$ cat src/rtl/fetch_stage.sv
// Fetch stage: owns the fetch PC, issues one imem request at a time
// and presents pc/instruction/valid/exception beats to the F/D registers.
module fetch_stage #(
  parameter int                   WORD_SIZE = 32,
  parameter logic [WORD_SIZE-1:0] RESET_PC  = 32'h0000_1000
) (
  input  logic                 clk,
  input  logic                 reset,
  input  logic                 stall,
  input  logic                 redirect,
  input  logic [WORD_SIZE-1:0] redirect_pc,
  output logic                 imem_req_valid,
  output logic [WORD_SIZE-1:0] imem_req_addr,
  input  logic                 imem_req_ready,
  input  logic                 imem_resp_valid,
  input  logic [WORD_SIZE-1:0] imem_resp_data,
  output logic [WORD_SIZE-1:0] pc,
  output logic [WORD_SIZE-1:0] instruction,
  output logic                 valid,
  output logic                 exception
);

  localparam logic [1:0] S_REQ  = 2'd0;
  localparam logic [1:0] S_WAIT = 2'd1;
  localparam logic [1:0] S_OUT  = 2'd2;
  localparam logic [1:0] S_HALT = 2'd3;

  logic [1:0]           state_q, state_d;
  logic [WORD_SIZE-1:0] fetch_pc_q, fetch_pc_d;
  logic [WORD_SIZE-1:0] out_pc_q, out_pc_d;
  logic [WORD_SIZE-1:0] out_instr_q, out_instr_d;
  logic                 out_exc_q, out_exc_d;
  logic                 valid_q, valid_d;
  logic                 kill_q, kill_d;
  logic                 misaligned;

  assign misaligned = |redirect_pc[1:0];

  assign imem_req_valid = (state_q == S_REQ) && !redirect;
  assign imem_req_addr  = fetch_pc_q;

  assign pc          = out_pc_q;
  assign instruction = out_instr_q;
  assign valid       = valid_q;
  assign exception   = out_exc_q;

  always_comb begin
    state_d     = state_q;
    fetch_pc_d  = fetch_pc_q;
    out_pc_d    = out_pc_q;
    out_instr_d = out_instr_q;
    out_exc_d   = out_exc_q;
    valid_d     = valid_q;
    kill_d      = kill_q;
    if (redirect) begin
      if (misaligned) begin
        out_pc_d    = redirect_pc;
        out_instr_d = '0;
        out_exc_d   = 1'b1;
        valid_d     = 1'b1;
        kill_d      = 1'b0;
        state_d     = S_OUT;
      end else begin
        fetch_pc_d = redirect_pc;
        valid_d    = 1'b0;
        out_exc_d  = 1'b0;
        // An in-flight response must be swallowed once it arrives.
        if (state_q == S_WAIT && !imem_resp_valid) begin
          kill_d  = 1'b1;
          state_d = S_WAIT;
        end else begin
          kill_d  = 1'b0;
          state_d = S_REQ;
        end
      end
    end else begin
      unique case (state_q)
        S_REQ: begin
          if (imem_req_ready) state_d = S_WAIT;
        end
        S_WAIT: begin
          if (imem_resp_valid) begin
            if (kill_q) begin
              kill_d  = 1'b0;
              state_d = S_REQ;
            end else begin
              out_pc_d    = fetch_pc_q;
              out_instr_d = imem_resp_data;
              out_exc_d   = 1'b0;
              valid_d     = 1'b1;
              fetch_pc_d  = fetch_pc_q + WORD_SIZE'(4);
              state_d     = S_OUT;
            end
          end
        end
        S_OUT: begin
          if (!stall) begin
            valid_d   = 1'b0;
            out_exc_d = 1'b0;
            state_d   = out_exc_q ? S_HALT : S_REQ;
          end
        end
        default: begin
          state_d = S_HALT;
        end
      endcase
    end
  end

  always_ff @(posedge clk) begin
    if (reset) begin
      state_q     <= S_REQ;
      fetch_pc_q  <= RESET_PC;
      out_pc_q    <= '0;
      out_instr_q <= '0;
      out_exc_q   <= 1'b0;
      valid_q     <= 1'b0;
      kill_q      <= 1'b0;
    end else begin
      state_q     <= state_d;
      fetch_pc_q  <= fetch_pc_d;
      out_pc_q    <= out_pc_d;
      out_instr_q <= out_instr_d;
      out_exc_q   <= out_exc_d;
      valid_q     <= valid_d;
      kill_q      <= kill_d;
    end
  end

endmodule

$ cat config.mk
export PLATFORM = sky130hd
export DESIGN_NAME = fetch_stage
export DESIGN_NICKNAME = d
export VERILOG_FILES = /design/src/rtl/fetch_stage.sv
export SDC_FILE = /design/constraint.sdc
export NUM_CORES = 1
export LEC_CHECK = 0
export ABC_CLOCK_PERIOD_IN_PS = 3150
export CORE_MARGIN = 3
export CORE_UTILIZATION = 47
export DETAILED_ROUTE_END_ITERATION = 16
export PLACE_DENSITY = 0.94
export SLEW_MARGIN = 40
export SYNTH_ARGS = -nofsm -noshare
export SYNTH_HDL_FRONTEND = slang
export SYNTH_SLANG_ARGS = --single-unit
$ cat constraint.sdc
create_clock -name clk -period 3.15 [get_ports clk]
set_input_delay 0.63 -clock clk [delete_from_list [all_inputs] [get_ports clk]]
set_output_delay 0.63 -clock clk [all_outputs]
set_load 0.02 [all_outputs]
==> flow_metrics.py, run 1 <==
metrics = {
    "critical_path": {
        "worst_setup_path_start_kind": "primary input",
        "critPathKind": "in -> reg",
        "reg2regPathDepth": 6,
        "worstReg2RegStart": "imem_req_addr[3]$_SDFFE_PP0P_",
        "worst-r2r-setup-slack_ns": 0.83,
        "timing.rr.end": "imem_req_addr[20]$_SDFFE_PP0P_",
        "arrival_ns": 2.67,
        "cp_max_fo": 10,
        "crit_required_ns": 3.38,
        "end_kind": "flip-flop",
    },
    "synth": {
        "syn_nets": 657,
        "syn_inst": 586,
        "synth_edf_count": 0,
        "synth_top_family_by_area": "simple AND/OR/NAND/NOR gates",
        "synthMuxAreaShare_pct": 6.54,
        "synthTopCellsByArea": "dfxtp_1, nand2_1, mux2i_1",
        "yosys_warnings": 0,
        "synthAdderAreaFrac_pct": 0.261,
        "syn_avg_cell_area_sq_um": 8.19,
        "synth-compound-area-share_pct": 21.8,
        "synthXorXnorAreaFrac_pct": 0.183,
        "synth_most_common_cell": "dfxtp_1",
        "ys_seq_elements": 101,
        "synth_top_area_cell": "dfxtp_1",
        "synthArstFlopShare_pct": 0,
        "synth_common_cells": "dfxtp_1, nand2_1, nor2_1",
        "netlist.area_leader.share_pct": 42.1,
        "syn_area_sq_um": 4800,
        "synth_simple_gate_area_share_pct": 24.6,
        "seq_area_frac_synth_pct": 42.1,
        "synth-main-ff-cell": "dfxtp_1",
        "synth.distinct_cells": 64,
    },
    "global_routing": {
        "use_met1_pct": 33.3,
        "busiest_layer": "met2",
        "grtUsageMet2_pct": 45.2,
        "grt_pass1_vias": 4925,
        "grt_pass1_wl_mm": 25.3,
        "grt_usage_pct": 27.2,
        "antenna_found_initial": 0,
        "met3_usage_pct": 9.57,
        "overflow": 0,
        "grt_max_degree": 62,
    },
    "routing": {
        "first_iter_violations": 392,
        "drt_wl_total_mm": 15.7,
        "ant_nets": 0,
        "drtPass1Iterations": 5,
        "wire_per_inst_microns": 18.0,
        "routed_via_density": 5.89,
        "drc": 0,
        "vias": 5156,
    },
    "timing": {
        "fin_crit_ns": 2.44,
        "worst_pin_slew_ns": 0.716,
        "setup_viol": 0,
        "finClkSkew_ns": 0.0111,
        "fmax_ghz": 0.411,
        "setup_ws_ns": 0.714,
        "max_slew_margin_pct": 52.2,
        "maxSlewViolCount": 0,
        "fin_crit_sh_pct": 77.3,
        "setup-tns-final_ns": 0,
        "hold_violations": 0,
        "rsz0062_at_grt": "no",
    },
    "power": {
        "finalPower_uw": 2860,
        "vdd_drop_max_uv": 271,
        "powerDensity_nw_per_um2": 423,
        "leakage_uw": 0.00238,
    },
    "final_layout": {
        "syn2layout_area_growth_pct": 41.0,
        "seq_area_sq_um": 2020,
        "multiInputGateArea_sq_um": 2570,
        "fill_cells": 753,
        "diodes": 0,
        "drive_gt1_share_pct": 6.60,
        "finalNetCount": 808,
    },
    "worst_hold_path": {
        "hold_depth": 2,
        "hold_path.class": "reg -> reg",
        "worstHoldStart": "instruction[26]$_SDFFE_PP0P_",
        "min_to": "instruction[26]$_SDFFE_PP0P_",
    },
    "clock_tree": {
        "clk_latency_ns": 0.37,
        "path_clk_slew_ns": 0.11,
        "post_cts_buffers": 0,
        "cts_resized": 0,
        "clkSinkCount": 101,
        "tritoncts": "yes",
        "ctsHoldBuffers": 0,
        "cts_made_buffers": 9,
        "h-tree-depth": 3,
        "root_buffer": "clkbuf_8",
        "clock_path_buffers": 2,
    },
    "placement": {
        "dp_hpwl_mm": 11.5,
        "place_congestion": 0.931,
        "place_ws_ns": 0.389,
        "io_buffers": 168,
    },
    "floorplanning": {
        "initial_core_util_pct": 48.6,
        "top_level_ports": 169,
        "core_area_sq_um": 9860,
        "die-area_sq_um": 11500,
        "fp.dieW_microns": 107,
        "row_count": 36,
        "die_h_microns": 107,
    },
    "run": {
        "drv_cap": 0,
    },
    "outcome": {
        "status": "complete, no violations",
    },
}
## worst max-delay path by stage
stage / depth (start not counted) / start / end / slack (ns)
3_3_place_gp: 6 / redirect_pc[0] / imem_req_addr[12]$_SDFFE_PP1P_ / 0.46
6_report: 6 / redirect_pc[0] / imem_req_addr[12]$_SDFFE_PP1P_ / 0.71
5_1_grt: 6 / redirect_pc[0] / imem_req_addr[2]$_SDFFE_PP0P_ / 0.60
3_5_place_dp: 6 / redirect_pc[0] / imem_req_addr[12]$_SDFFE_PP1P_ / 0.39
2_1_floorplan: 4 / redirect / imem_req_valid / 0.88
4_1_cts: 6 / redirect_pc[0] / imem_req_addr[12]$_SDFFE_PP1P_ / 0.76
## power breakdown
part / internal [uW] / switching, uW / leakage (uW) / total, uW
combinational: 295 / 335 / 0.00146 / 630
clock: 322 / 490 / 0.0000950 / 812
sequential: 1350 / 73.8 / 0.000826 / 1420
## stage by stage
stage,instance area (sq um),cells,util [%],hold WS [ns]
finish,6760,875,68.6,0.461
global route,6760,875,68.6,0.473
CTS,6760,875,68.6,0.462
detailed placement,6570,859,66.6,0.447
global placement,6570,859,66.6,0.437
floorplan,4800,586,-,0.530
## sequential cells by signal (all words and copies together) (netlist names)
register       count
valid              1
kill_q             1
instruction       32
pc                32
state_q            2
exception          1
imem_req_addr     32
## final cells by class
type,count,area share [%]
clock buffers,10,2.03
clock inverters,6,0.795
inverters,6,0.333
multi-input cells,435,38.0
flip-flops and latches,101,29.9
well taps,133,2.46
repair buffers,184,26.5
## cells in the final DEF, fill, tap and decap left out, types with 3 or more instances in the layout
cell type	count
and3_1	5
dfxtp_1	101
nor3_1	8
a21oi_1	47
o21ai_1	5
clkinv_4	3
mux2i_1	28
nand2b_1	4
nand2_1	83
clkdlybuf4s50_1	166
clkbuf_8	10
a31oi_1	5
nand4_1	9
o31ai_1	5
o41ai_1	3
o22ai_1	7
a211oi_1	21
nand3_1	44
a311oi_1	13
o21ai_0	15
or3_1	5
buf_4	16
inv_1	5
nor4_1	3
nor2_1	61
a22oi_1	12
a32o_1	7
## logic make-up after synthesis
group	Yosys count
flip-flops	101
XOR/XNOR	1
buffers and inverters	50
multiplexers	31
AND/OR/NAND/NOR	245
adder cells (fa/ha/maj)	1
AO/OA/AOI/OAI	157
## critical path: stages
cell	delay, ns
clkdlybuf4s50_1	0.54
o21ai_1	0.40
o21ai_2	0.24
buf_4	0.23
nor2_1	0.46
a22oi_1	0.15
## routing by layer
| metal | part of all wire [%] | routed length (microns) | vias up |
|---|---|---|---|
| li1 | - | - | 2453 |
| met1 | 41 | 6380 | 2401 |
| met2 | 47 | 7460 | 273 |
| met3 | 10 | 1620 | 29 |
| met4 | 1.8 | 277 | 0 |
| met5 | 0 | 0 | - |
Power figures use the tool's default switching activity.
==> run 2: changes to the inputs <==
--- a/config.mk
+++ b/config.mk
@@ -5,11 +5,11 @@
 export SDC_FILE = /design/constraint.sdc
 export NUM_CORES = 1
 export LEC_CHECK = 0
-export ABC_CLOCK_PERIOD_IN_PS = 3150
+export ABC_CLOCK_PERIOD_IN_PS = 2300
 export CORE_MARGIN = 3
-export CORE_UTILIZATION = 47
+export CORE_UTILIZATION = 45
 export DETAILED_ROUTE_END_ITERATION = 16
-export PLACE_DENSITY = 0.94
+export PLACE_DENSITY = 0.91
 export SLEW_MARGIN = 40
 export SYNTH_ARGS = -nofsm -noshare
 export SYNTH_HDL_FRONTEND = slang
==> constraint.sdc (replaced) <==
create_clock -name clk -period 2.3 [get_ports clk]
set_input_delay 0.46 -clock clk [delete_from_list [all_inputs] [get_ports clk]]
set_output_delay 0.46 -clock clk [all_outputs]
set_load 0.02 [all_outputs]
==> flow_metrics.py, run 2 (synthesized netlist as in run 1, its figures left out) <==
metrics = {
    "outcome": {
        "status": "complete, no violations",
    },
    "clock_tree": {
        "clk_latency_ns": 0.37,
        "h-tree-depth": 3,
        "ctsHoldBuffers": 0,
        "path_clk_slew_ns": 0.11,
        "clock_path_buffers": 2,
        "tritoncts": "yes",
        "root_buffer": "clkbuf_8",
        "cts_made_buffers": 9,
        "post_cts_buffers": 0,
        "cts_resized": 0,
        "clkSinkCount": 101,
    },
    "placement": {
        "place_congestion": 0.935,
        "dp_hpwl_mm": 11.7,
        "dp.cells": 883,
        "dpl_cell_area_sq_um": 6780,
        "io_buffers": 168,
    },
    "routing": {
        "wire_per_inst_microns": 17.6,
        "routed_via_density": 5.88,
        "drt_wl_total_mm": 15.9,
        "drc": 0,
        "first_iter_violations": 543,
        "vias": 5290,
        "ant_nets": 0,
        "drtPass1Iterations": 6,
    },
    "final_layout": {
        "mostFrequentLayoutCell": "clkdlybuf4s50_1",
        "finalNetCount": 829,
        "syn2layout_area_growth_pct": 45.2,
        "drive_gt1_share_pct": 9.04,
        "final_cell_mix": "clkdlybuf4s50_1, dfxtp_1, nand2_1",
        "design_area_sq_um": 6970,
        "fin_cells": 900,
    },
    "global_routing": {
        "antenna_found_initial": 0,
        "grt_pass1_vias": 5094,
        "grt_pass1_wl_mm": 25.1,
        "grt_usage_pct": 26.3,
        "grt_max_degree": 95,
        "overflow": 0,
    },
    "critical_path": {
        "timing.rr.end": "imem_req_addr[25]$_SDFFE_PP0P_",
        "cp_max_fo": 10,
        "crit_path_end": "imem_req_valid",
        "arrival_ns": 1.69,
        "worst_setup_path_start_kind": "flip-flop",
        "critPathKind": "reg -> out",
        "critPathLaunch": "state_q[0]$_SDFFE_PP0P_",
        "worst-r2r-setup-slack_ns": 0.21,
        "worstReg2RegStart": "imem_req_addr[4]$_SDFFE_PP0P_",
        "crit_required_ns": 1.84,
        "reg2regPathDepth": 6,
        "end_kind": "output pin",
    },
    "timing": {
        "fmax_ghz": 0.464,
        "finClkSkew_ns": 0.0185,
        "rsz0062_at_grt": "no",
        "fin_crit_ns": 2.15,
        "setup_viol": 0,
        "holdWs_ns": 0.457,
        "hold_violations": 0,
        "maxSlewViolCount": 0,
        "max_slew_margin_pct": 61.5,
        "fin_crit_sh_pct": 93.6,
        "worst_pin_slew_ns": 0.576,
    },
    "power": {
        "combPwrFrac_pct": 23.4,
        "power_frac_seq_pct": 49.3,
        "internal_power_uw": 2700,
        "leakage_uw": 0.00250,
        "p_clk_share_pct": 27.3,
        "switching_share_pct": 31.3,
        "vdd_drop_max_uv": 366,
        "powerDensity_nw_per_um2": 564,
        "switchingPower_uw": 1230,
    },
    "floorplanning": {
        "initial_core_util_pct": 46.3,
        "top_level_ports": 169,
        "die-area_sq_um": 11900,
        "die_h_microns": 109,
        "row_count": 37,
        "core_area_sq_um": 10400,
        "fp.dieW_microns": 109,
    },
    "run": {
        "drv_cap": 0,
    },
    "worst_hold_path": {
        "hold_path.class": "reg -> reg",
    },
}
==> run 2: cell count changes in the layout (fill, tap and decap cells not counted), sizes merged <==
cell,delta
clkinvlp,-1
clkinv,-1
buf,+21
inv,+2
diode,+1
==> run 2: layout make-up <==
type / instances / area, sq um
fillers: 824 / 3400
multi-input cells: 435 / 2570
flip-flops and latches: 101 / 2020
repair buffers: 205 / 2000
well taps: 136 / 170
clock buffers: 10 / 128
clock inverters: 6 / 51.3
inverters: 6 / 22.5
diodes: 1 / 2.50
==> run 2: through the flow <==
stage | util, % | setup TNS [ns] | power [uW] | setup slack (ns)
finish | 67.2 | 0 | 3930 | 0.147
global route | 67.1 | 0 | 4090 | 0.0640
CTS | 67.1 | 0 | 3950 | 0.152
detailed placement | 65.4 | -0.229 | 2890 | -0.0528
global placement | 65.4 | 0 | 2850 | 0.0265
floorplan | - | 0 | 2410 | 0.236
==> run 2: power groups by stage <==
stage / Sequential [uW] / Clock (uW) / Combinational (uW)
floorplan: 2060 / 0 / 349
global placement: 1960 / 0 / 887
detailed placement: 1970 / 0 / 914
CTS: 1930 / 1100 / 918
global route: 1950 / 1160 / 987
finish: 1930 / 1070 / 919
==> run 2: worst min-delay path by stage <==
stage,startpoint,endpoint,slack [ns],cells after the start
6_report,instruction[1]$_SDFFE_PP0P_,instruction[1]$_SDFFE_PP0P_,0.46,2
5_1_grt,instruction[1]$_SDFFE_PP0P_,instruction[1]$_SDFFE_PP0P_,0.48,2
4_1_cts,instruction[1]$_SDFFE_PP0P_,instruction[1]$_SDFFE_PP0P_,0.46,2
3_5_place_dp,instruction[18]$_SDFFE_PP0P_,instruction[18]$_SDFFE_PP0P_,0.45,2
3_3_place_gp,instruction[24]$_SDFFE_PP0P_,instruction[24]$_SDFFE_PP0P_,0.44,2
2_1_floorplan,instruction[0]$_SDFFE_PP0P_,instruction[0]$_SDFFE_PP0P_,0.53,2
==> run 2: critical path, cell delays in order, from the launching register on <==
cell and delay [ns]:
dfxtp_1 0.41, nor3_1 0.27, clkdlybuf4s50_1 0.65
==> run 2: per-layer routing <==
layer / up-vias / GRT usage, % / part of all wire, % / wire length (microns)
li1: 2493 / - / - / -
met2: 284 / 45.6 / 49 / 7790
met3: 42 / 6.81 / 9.9 / 1570
met5: - / 0 / 0 / 0
met1: 2471 / 31.8 / 39 / 6130
met4: 0 / 8.55 / 2.4 / 387
